File: config.mk
export PLATFORM = sky130hd
export DESIGN_NAME = mips_grf_flat
export DESIGN_NICKNAME = d
export VERILOG_FILES = /design/src/rtl/mips_grf_if.sv /design/src/rtl/mips_grf.sv /design/src/flat_wrapper.sv
export SDC_FILE = /design/constraint.sdc
export NUM_CORES = 2
export LEC_CHECK = 0
export CORE_ASPECT_RATIO = 1.25
export CORE_MARGIN = 10
export CORE_UTILIZATION = 55
export CTS_CLUSTER_DIAMETER = 50
export DETAILED_ROUTE_END_ITERATION = 12
export GPL_TIMING_DRIVEN = 1
export HOLD_SLACK_MARGIN = 0.08
export PLACE_DENSITY_LB_ADDON = 0.05
export SLEW_MARGIN = 0
export SYNTH_ARGS = -nofsm -noshare
export SYNTH_HDL_FRONTEND = slang
export SYNTH_SLANG_ARGS = --single-unit
export TNS_END_PERCENT = 1
File: constraint.sdc
create_clock -name clk -period 5.99 [get_ports clk]
set_input_delay 1.198 -clock clk [delete_from_list [all_inputs] [get_ports clk]]
set_output_delay 1.198 -clock clk [all_outputs]
set_load 0.005 [all_outputs]
File: src/rtl/mips_grf_if.sv
// Bus bundle between the datapath and the general-purpose register file.
// The datapath drives the write strobe and all indices. The register file returns the two read words.
interface mips_grf_if;
  logic        writeEnable;
  logic [31:0] PCReg;
  logic [4:0]  readReg1;
  logic [4:0]  readReg2;
  logic [4:0]  writeReg;
  logic [31:0] writeData;
  logic [31:0] readData1;
  logic [31:0] readData2;

  modport master (
    output writeEnable, PCReg, readReg1, readReg2, writeReg, writeData,
    input  readData1, readData2
  );

  modport slave (
    input  writeEnable, PCReg, readReg1, readReg2, writeReg, writeData,
    output readData1, readData2
  );
endinterface

File: src/rtl/mips_grf.sv
// MIPS general-purpose register file: 32 x 32 bits, two combinational read ports and one clocked write port.
// Register $0 always reads as zero. A write in flight is bypassed to the read ports.
module mips_grf (
  input  logic       clk,
  input  logic       reset,
  mips_grf_if.slave  grf
);

  logic [31:0] regs [0:31];
  logic        write_hit;

  // A write index of X makes the comparison X, so the write does not happen and $0 is left untouched.
  assign write_hit = grf.writeEnable && (grf.writeReg != 5'd0);

  always_ff @(posedge clk or negedge reset) begin
    if (!reset) begin
      for (int i = 0; i < 32; i++) begin
        regs[i] <= 32'd0;
      end
    end else if (write_hit) begin
      regs[grf.writeReg] <= grf.writeData;
    end
  end

  // The bypass only applies while reset is high, so both ports read 0 throughout reset.
  always_comb begin
    grf.readData1 = regs[grf.readReg1];
    if (grf.readReg1 == 5'd0) begin
      grf.readData1 = 32'd0;
    end else if (grf.writeEnable && reset && (grf.readReg1 == grf.writeReg)) begin
      grf.readData1 = grf.writeData;
    end
  end

  always_comb begin
    grf.readData2 = regs[grf.readReg2];
    if (grf.readReg2 == 5'd0) begin
      grf.readData2 = 32'd0;
    end else if (grf.writeEnable && reset && (grf.readReg2 == grf.writeReg)) begin
      grf.readData2 = grf.writeData;
    end
  end

`ifndef SYNTHESIS
  always @(posedge clk) begin
    if (reset && write_hit) begin
      $display("@%08h: $%02d <= %08h", grf.PCReg, grf.writeReg, grf.writeData);
    end
  end
`endif

endmodule

File: src/flat_wrapper.sv
// flat-port wrapper written by rule: the top's interface ports become plain ports
module mips_grf_flat 
  (clk, reset, grf_writeEnable, grf_PCReg, grf_readReg1, grf_readReg2, grf_writeReg, grf_writeData, grf_readData1, grf_readData2);
  mips_grf_if grf_i ();
  input  logic clk;
  input  logic reset;
  input wire logic [$bits(grf_i.writeEnable)-1:0] grf_writeEnable;
  input wire logic [$bits(grf_i.PCReg)-1:0] grf_PCReg;
  input wire logic [$bits(grf_i.readReg1)-1:0] grf_readReg1;
  input wire logic [$bits(grf_i.readReg2)-1:0] grf_readReg2;
  input wire logic [$bits(grf_i.writeReg)-1:0] grf_writeReg;
  input wire logic [$bits(grf_i.writeData)-1:0] grf_writeData;
  output wire logic [$bits(grf_i.readData1)-1:0] grf_readData1;
  output wire logic [$bits(grf_i.readData2)-1:0] grf_readData2;
  assign grf_i.writeEnable = grf_writeEnable;
  assign grf_i.PCReg = grf_PCReg;
  assign grf_i.readReg1 = grf_readReg1;
  assign grf_i.readReg2 = grf_readReg2;
  assign grf_i.writeReg = grf_writeReg;
  assign grf_i.writeData = grf_writeData;
  assign grf_readData1 = grf_i.readData1;
  assign grf_readData2 = grf_i.readData2;
  mips_grf u_core (.clk(clk), .reset(reset), .grf(grf_i));
endmodule
Word level (Yosys, flattened, before mapping)
Cells that the tools add are included.
Word-level totals
  word-level logic and storage cells: 62
  register bits after elaboration: 1024
  input bits: 82
  output and inout port bits: 64
Cells by class
  magnitude comparators: 4
  muxes and demuxes: 13
  eq/ne operators: 2
  reduce and logical (&&, ||, !) cells: 8
  bitwise gates (word level): 3
Operator list (count)
  bitwise mux 1024 bit: 1
  binary-select mux 32 bit (select 5 bit): 2
  two-way mux 32 bit: 9
  demux 32 bit (select 5 bit): 1
  >= comparator 6 bit (second input constant): 3
  NOT 5 -> 6 bit: 3
  == test 5 bit: 2
  zero test 5 bit: 2
  less-than comparator 6 x 1 -> 1 bit (second input constant): 1
  logical AND 1 bit: 5
  nonzero test 5 bit: 1

Logic depth before layout (Yosys ltp)
  depth in word-level cells: 6
  gate-level depth with buffers: 11
  depth with buffers taken out: 6

Worst setup path before layout
No wires, ideal clock.
  kind: input -> output
  start point: input grf_readReg1[0]
  end point: output grf_readData1[23]
  path buffers: 3
  data arrival time: 2793 ps
  path slack: 1999 ps
  required time: 4792 ps
  stages on the path: 7
  cell sequence: buf_6 buf_8 buf_2 mux4_2 o221ai_1 nor2_1 a2111o_1
Between the ends
  longest elaborated chain between the ends: 6
  elaborated cells between the ends (all ways): 9
  classes of those cells: eq/ne (1); mux (5); bitwise (1); reduce/logical (2)
Ends and longest elaborated chain
  start, declared: line flat_wrapper.sv:9  | input wire logic [$bits(grf_i.readReg1)-1:0] grf_readReg1;
  NOT 5 -> 6 bit (implied by the code): line mips_grf.sv:27  | grf.readData1 = regs[grf.readReg1];
  binary-select mux 32 bit (select 5 bit): line mips_grf.sv:27
  two-way mux 32 bit (implied by the code) (2 in a row): line mips_grf.sv:27
  two-way mux 32 bit: line mips_grf.sv:30  | end else if (grf.writeEnable && reset && (grf.readReg1 == grf.writeReg)) begin
  two-way mux 32 bit (*): line mips_grf.sv:28  | if (grf.readReg1 == 5'd0) begin
  end, declared: line flat_wrapper.sv:13  | output wire logic [$bits(grf_i.readData1)-1:0] grf_readData1;
Mark *: on every way between the ends. The rest lies on a longest branch, timed or not. The select of a mux whose other input is x is not followed.

Final worst setup path
  start point: input grf_writeReg[2]
  end point: output grf_readData1[1]
Between the ends
  longest elaborated chain between the ends: 4
Ends and longest elaborated chain
  start, declared: line flat_wrapper.sv:11  | input wire logic [$bits(grf_i.writeReg)-1:0] grf_writeReg;
  == test 5 bit: line mips_grf.sv:30
  logical AND 1 bit: line mips_grf.sv:30
  two-way mux 32 bit: line mips_grf.sv:30
  two-way mux 32 bit: line mips_grf.sv:28
No other way between the ends.

==> results_dict.tcl <==
set metrics [dict create \
    status "complete, no violations" \
    seqCellArea_um2 25620 \
    fin_setup_tns_ns 0 \
    ys_top_cells_by_area "dfrtp_1, mux2_2, mux4_2" \
    p_sw_w 0.005851 \
    top_register "u_core.regs" \
    syn-cell-area_um2 55950 \
    synth_nets 4107 \
    final_max_slew_viol_count 0 \
    worstRegToRegCells 1 \
    p_int_w 0.01498 \
    die_area_um2 115000 \
    holdPathStages 0 \
    multi_input_area_um2 28070 \
    top_regs "u_core.regs (1024)" \
    post-route-drc-count 0 \
    synth_seq_cells 1024 \
    tightest_slew_ns 1.295 \
    synth_warnings 0 \
    pin_count 146 \
    criticalPathCategory "input pin to output pin" \
    timing.rr.end "u_core.regs[628]" \
    rsz0062_at_grt "no" \
    setup-violations-final 0 \
    min_period_over_period 0.9716 \
    largest_register_ff_count 1024 \
    yosys.area.top_type_share 0.4580 \
    async_reset_ff_frac 1.000 \
    dp_hpwl_um 120600 \
    grt_pass1_wl_um 287100 \
    area_growth_pct 11.49 \
    rows 130 \
    worst_clock_skew_ns 0 \
    slew_headroom 0.1357 \
    start_util 0.5557 \
    max-vdd-ir-drop_v 0.0002772 \
    path_max_fanout 18 \
    p_comb_frac 0.204 \
    min_from "u_core.regs[993]" \
    nNetsFinal 4080 \
    power.density_nw_per_um2 334.0 \
    synth_top_cells_by_count "dfrtp_1, mux2_2, mux2i_1, mux4_2, clkbuf_1" \
    hold_class "flip-flop to flip-flop" \
    r2r_slack_ns 5.15 \
    critPathArrivalTime_ns 4.62 \
    crit_path_max_incr_delay_ns 0.76 \
    ant_nets 0 \
    yosys.area.top_type "dfrtp_1" \
    min_to "u_core.regs[993]" \
    vias 38940 \
    clkSinkCount 1024 \
    root_buffer "clkbuf_16" \
    drt_iter0_drc 4247 \
    endpoint_kind "output pin" \
    die_h_um 376.6 \
    drt_wl_total_um 199500 \
    routedWlPerCell_um 36.80 \
    grt_start_max_net_pins 176 \
    r2r-start "u_core.regs[628]" \
    cp-start-kind "input pin" \
    grt_antenna_before_repair 16 \
    critical_path_buf_inv_count 3 \
    synth_top_flop_cell "dfrtp_1" \
    dieWidth_um 305.3 \
    slowest_stage "clkdlybuf4s50_1" \
    hold_viol_final 0 \
    drive_gt1_frac 0.4252 \
    cts_buffers 115 \
    cts_max_path_buffers 3 \
    power_leakage_nw 27.25 \
    p_seq_frac 0.444 \
    ctsHoldBuffers 0 \
    grt_overflow_total 0 \
    grt_pass1_vias 40830 \
    fillers 7628 \
    cts_tree "yes" \
    crit_family "buffers and inverters" \
    core_um2 100700 \
    vias_per_cell 7.184 \
    grt.total_usage 0.3409 \
    cpMostUsedCell "clkdlybuf4s50_1" \
    fin_util 0.6195 \
    clk_latency_ns 0.71 \
    dr.pass1.iters 6 \
    swShare 0.2809 \
    crit_chain "clkdlybuf4s50_1, xnor2_1, nand4_1, or3_4, nor2_2, buf_4, nand2_1, o211ai_1, clkdlybuf4s50_1" \
    yosysMostFrequentCell "dfrtp_1" \
    clk_pin_slew_ns 0.05 \
    critPathRequiredTime_ns 4.79 \
    synth-edff-count 0 \
    yosysUniqueCellTypes 70 \
    synth-seq-area-share 0.4580 \
    cap_violations 0 \
    postCtsResizedCells 0 \
    max_freq_mhz 171.8 \
    portBuffers 113 \
    finalPower_w 0.02083 \
    avgSynthCellArea_um2 13.90 \
    clkPwrFrac 0.352 \
    gp_congestion 0.8691 \
    h-tree-depth 3 \
    synthCells 4025 \
    post_cts_buffers 0 \
    fin_crit_ns 5.820 \
]
==> layout by cell type (no fill, tap or decap), types with 16 or more instances in the layout <==
cell type        netlist  final
mux2_1                51     51
a21oi_1               67     67
clkbuf_8               0     20
o21ai_1               16     16
a211oi_1              31     31
nand3_1               17     16
clkbuf_16              0    117
nor2_1               100     86
nor3_1                47     44
mux2i_1              375    375
o22ai_1               59     59
o21ai_0               53     53
nand2_1               90     79
clkbuf_1             206     33
buf_4                 44    157
a221o_1               39     39
a221oi_1              61     61
buf_12                 4     38
mux2_2               958    958
mux4_2               335    335
o211ai_1              35     35
clkdlybuf4s50_1        0    102
a22oi_1               54     54
dfrtp_1             1024   1024
==> stage by stage <==
stage          hold slack (ns)  area (um2)  setup slack [ns]  cells
5_1_grt                 0.4111       62370           0.08941   5418
3_5_place_dp            0.3840       58440            0.2643   5201
3_3_place_gp            0.3766       58440            0.2797   5201
2_1_floorplan           0.4413       55950             1.999   4025
6_report                0.3975       62380            0.1704   5421
4_1_cts                 0.3969       62370            0.2303   5417
==> power by group through the flow <==
stage / clock network (W) / logic [W] / registers, W
after floorplan: 0 / 0.00309 / 0.00896
after global placement: 0 / 0.00409 / 0.00915
after detailed placement: 0 / 0.00422 / 0.00931
after CTS: 0.00741 / 0.00424 / 0.00919
after global routing: 0.00768 / 0.00453 / 0.00938
final: 0.00734 / 0.00425 / 0.00925
==> routing by layer <==
metal	wire length, um	GRT usage
met5	250	0
met4	12750	0.1989
met3	18990	0.08479
met2	92190	0.5315
met1	75310	0.4305
==> kinds of logic after synthesis <==
logic type / after synthesis / synth area share
AOI/OAI and AO/OA: 485 / 0.06262
DFF: 1024 / 0.4580
and+or+nand+nor: 329 / 0.02825
xor gates and xnor gates: 10 / 0.001834
buffers and inverters: 458 / 0.04428
muxes: 1719 / 0.4050
==> cell type report <==
cell class | instances | area share
clock inverters | 46 | 0.009628
repair buffers | 307 | 0.04920
flip-flops and latches | 1024 | 0.4108
diodes | 4 | 0.0001605
well taps | 1320 | 0.02648
inverters | 7 | 0.0004212
multi-input cells | 2543 | 0.4500
clock buffers | 170 | 0.05333
==> how the worst max path moves through the flow <==
stage,from,end,cells past startpoint,slack (ns)
2_1_floorplan,grf_readReg1[0],grf_readData1[23],7,2.00
3_3_place_gp,grf_writeReg[2],grf_readData1[1],9,0.28
3_5_place_dp,grf_writeReg[2],grf_readData1[1],9,0.26
4_1_cts,grf_writeReg[2],grf_readData1[1],9,0.23
5_1_grt,grf_writeReg[2],grf_readData1[1],9,0.09
6_report,grf_writeReg[2],grf_readData1[1],9,0.17
Note: power is estimated with default switching activity, not from simulation.
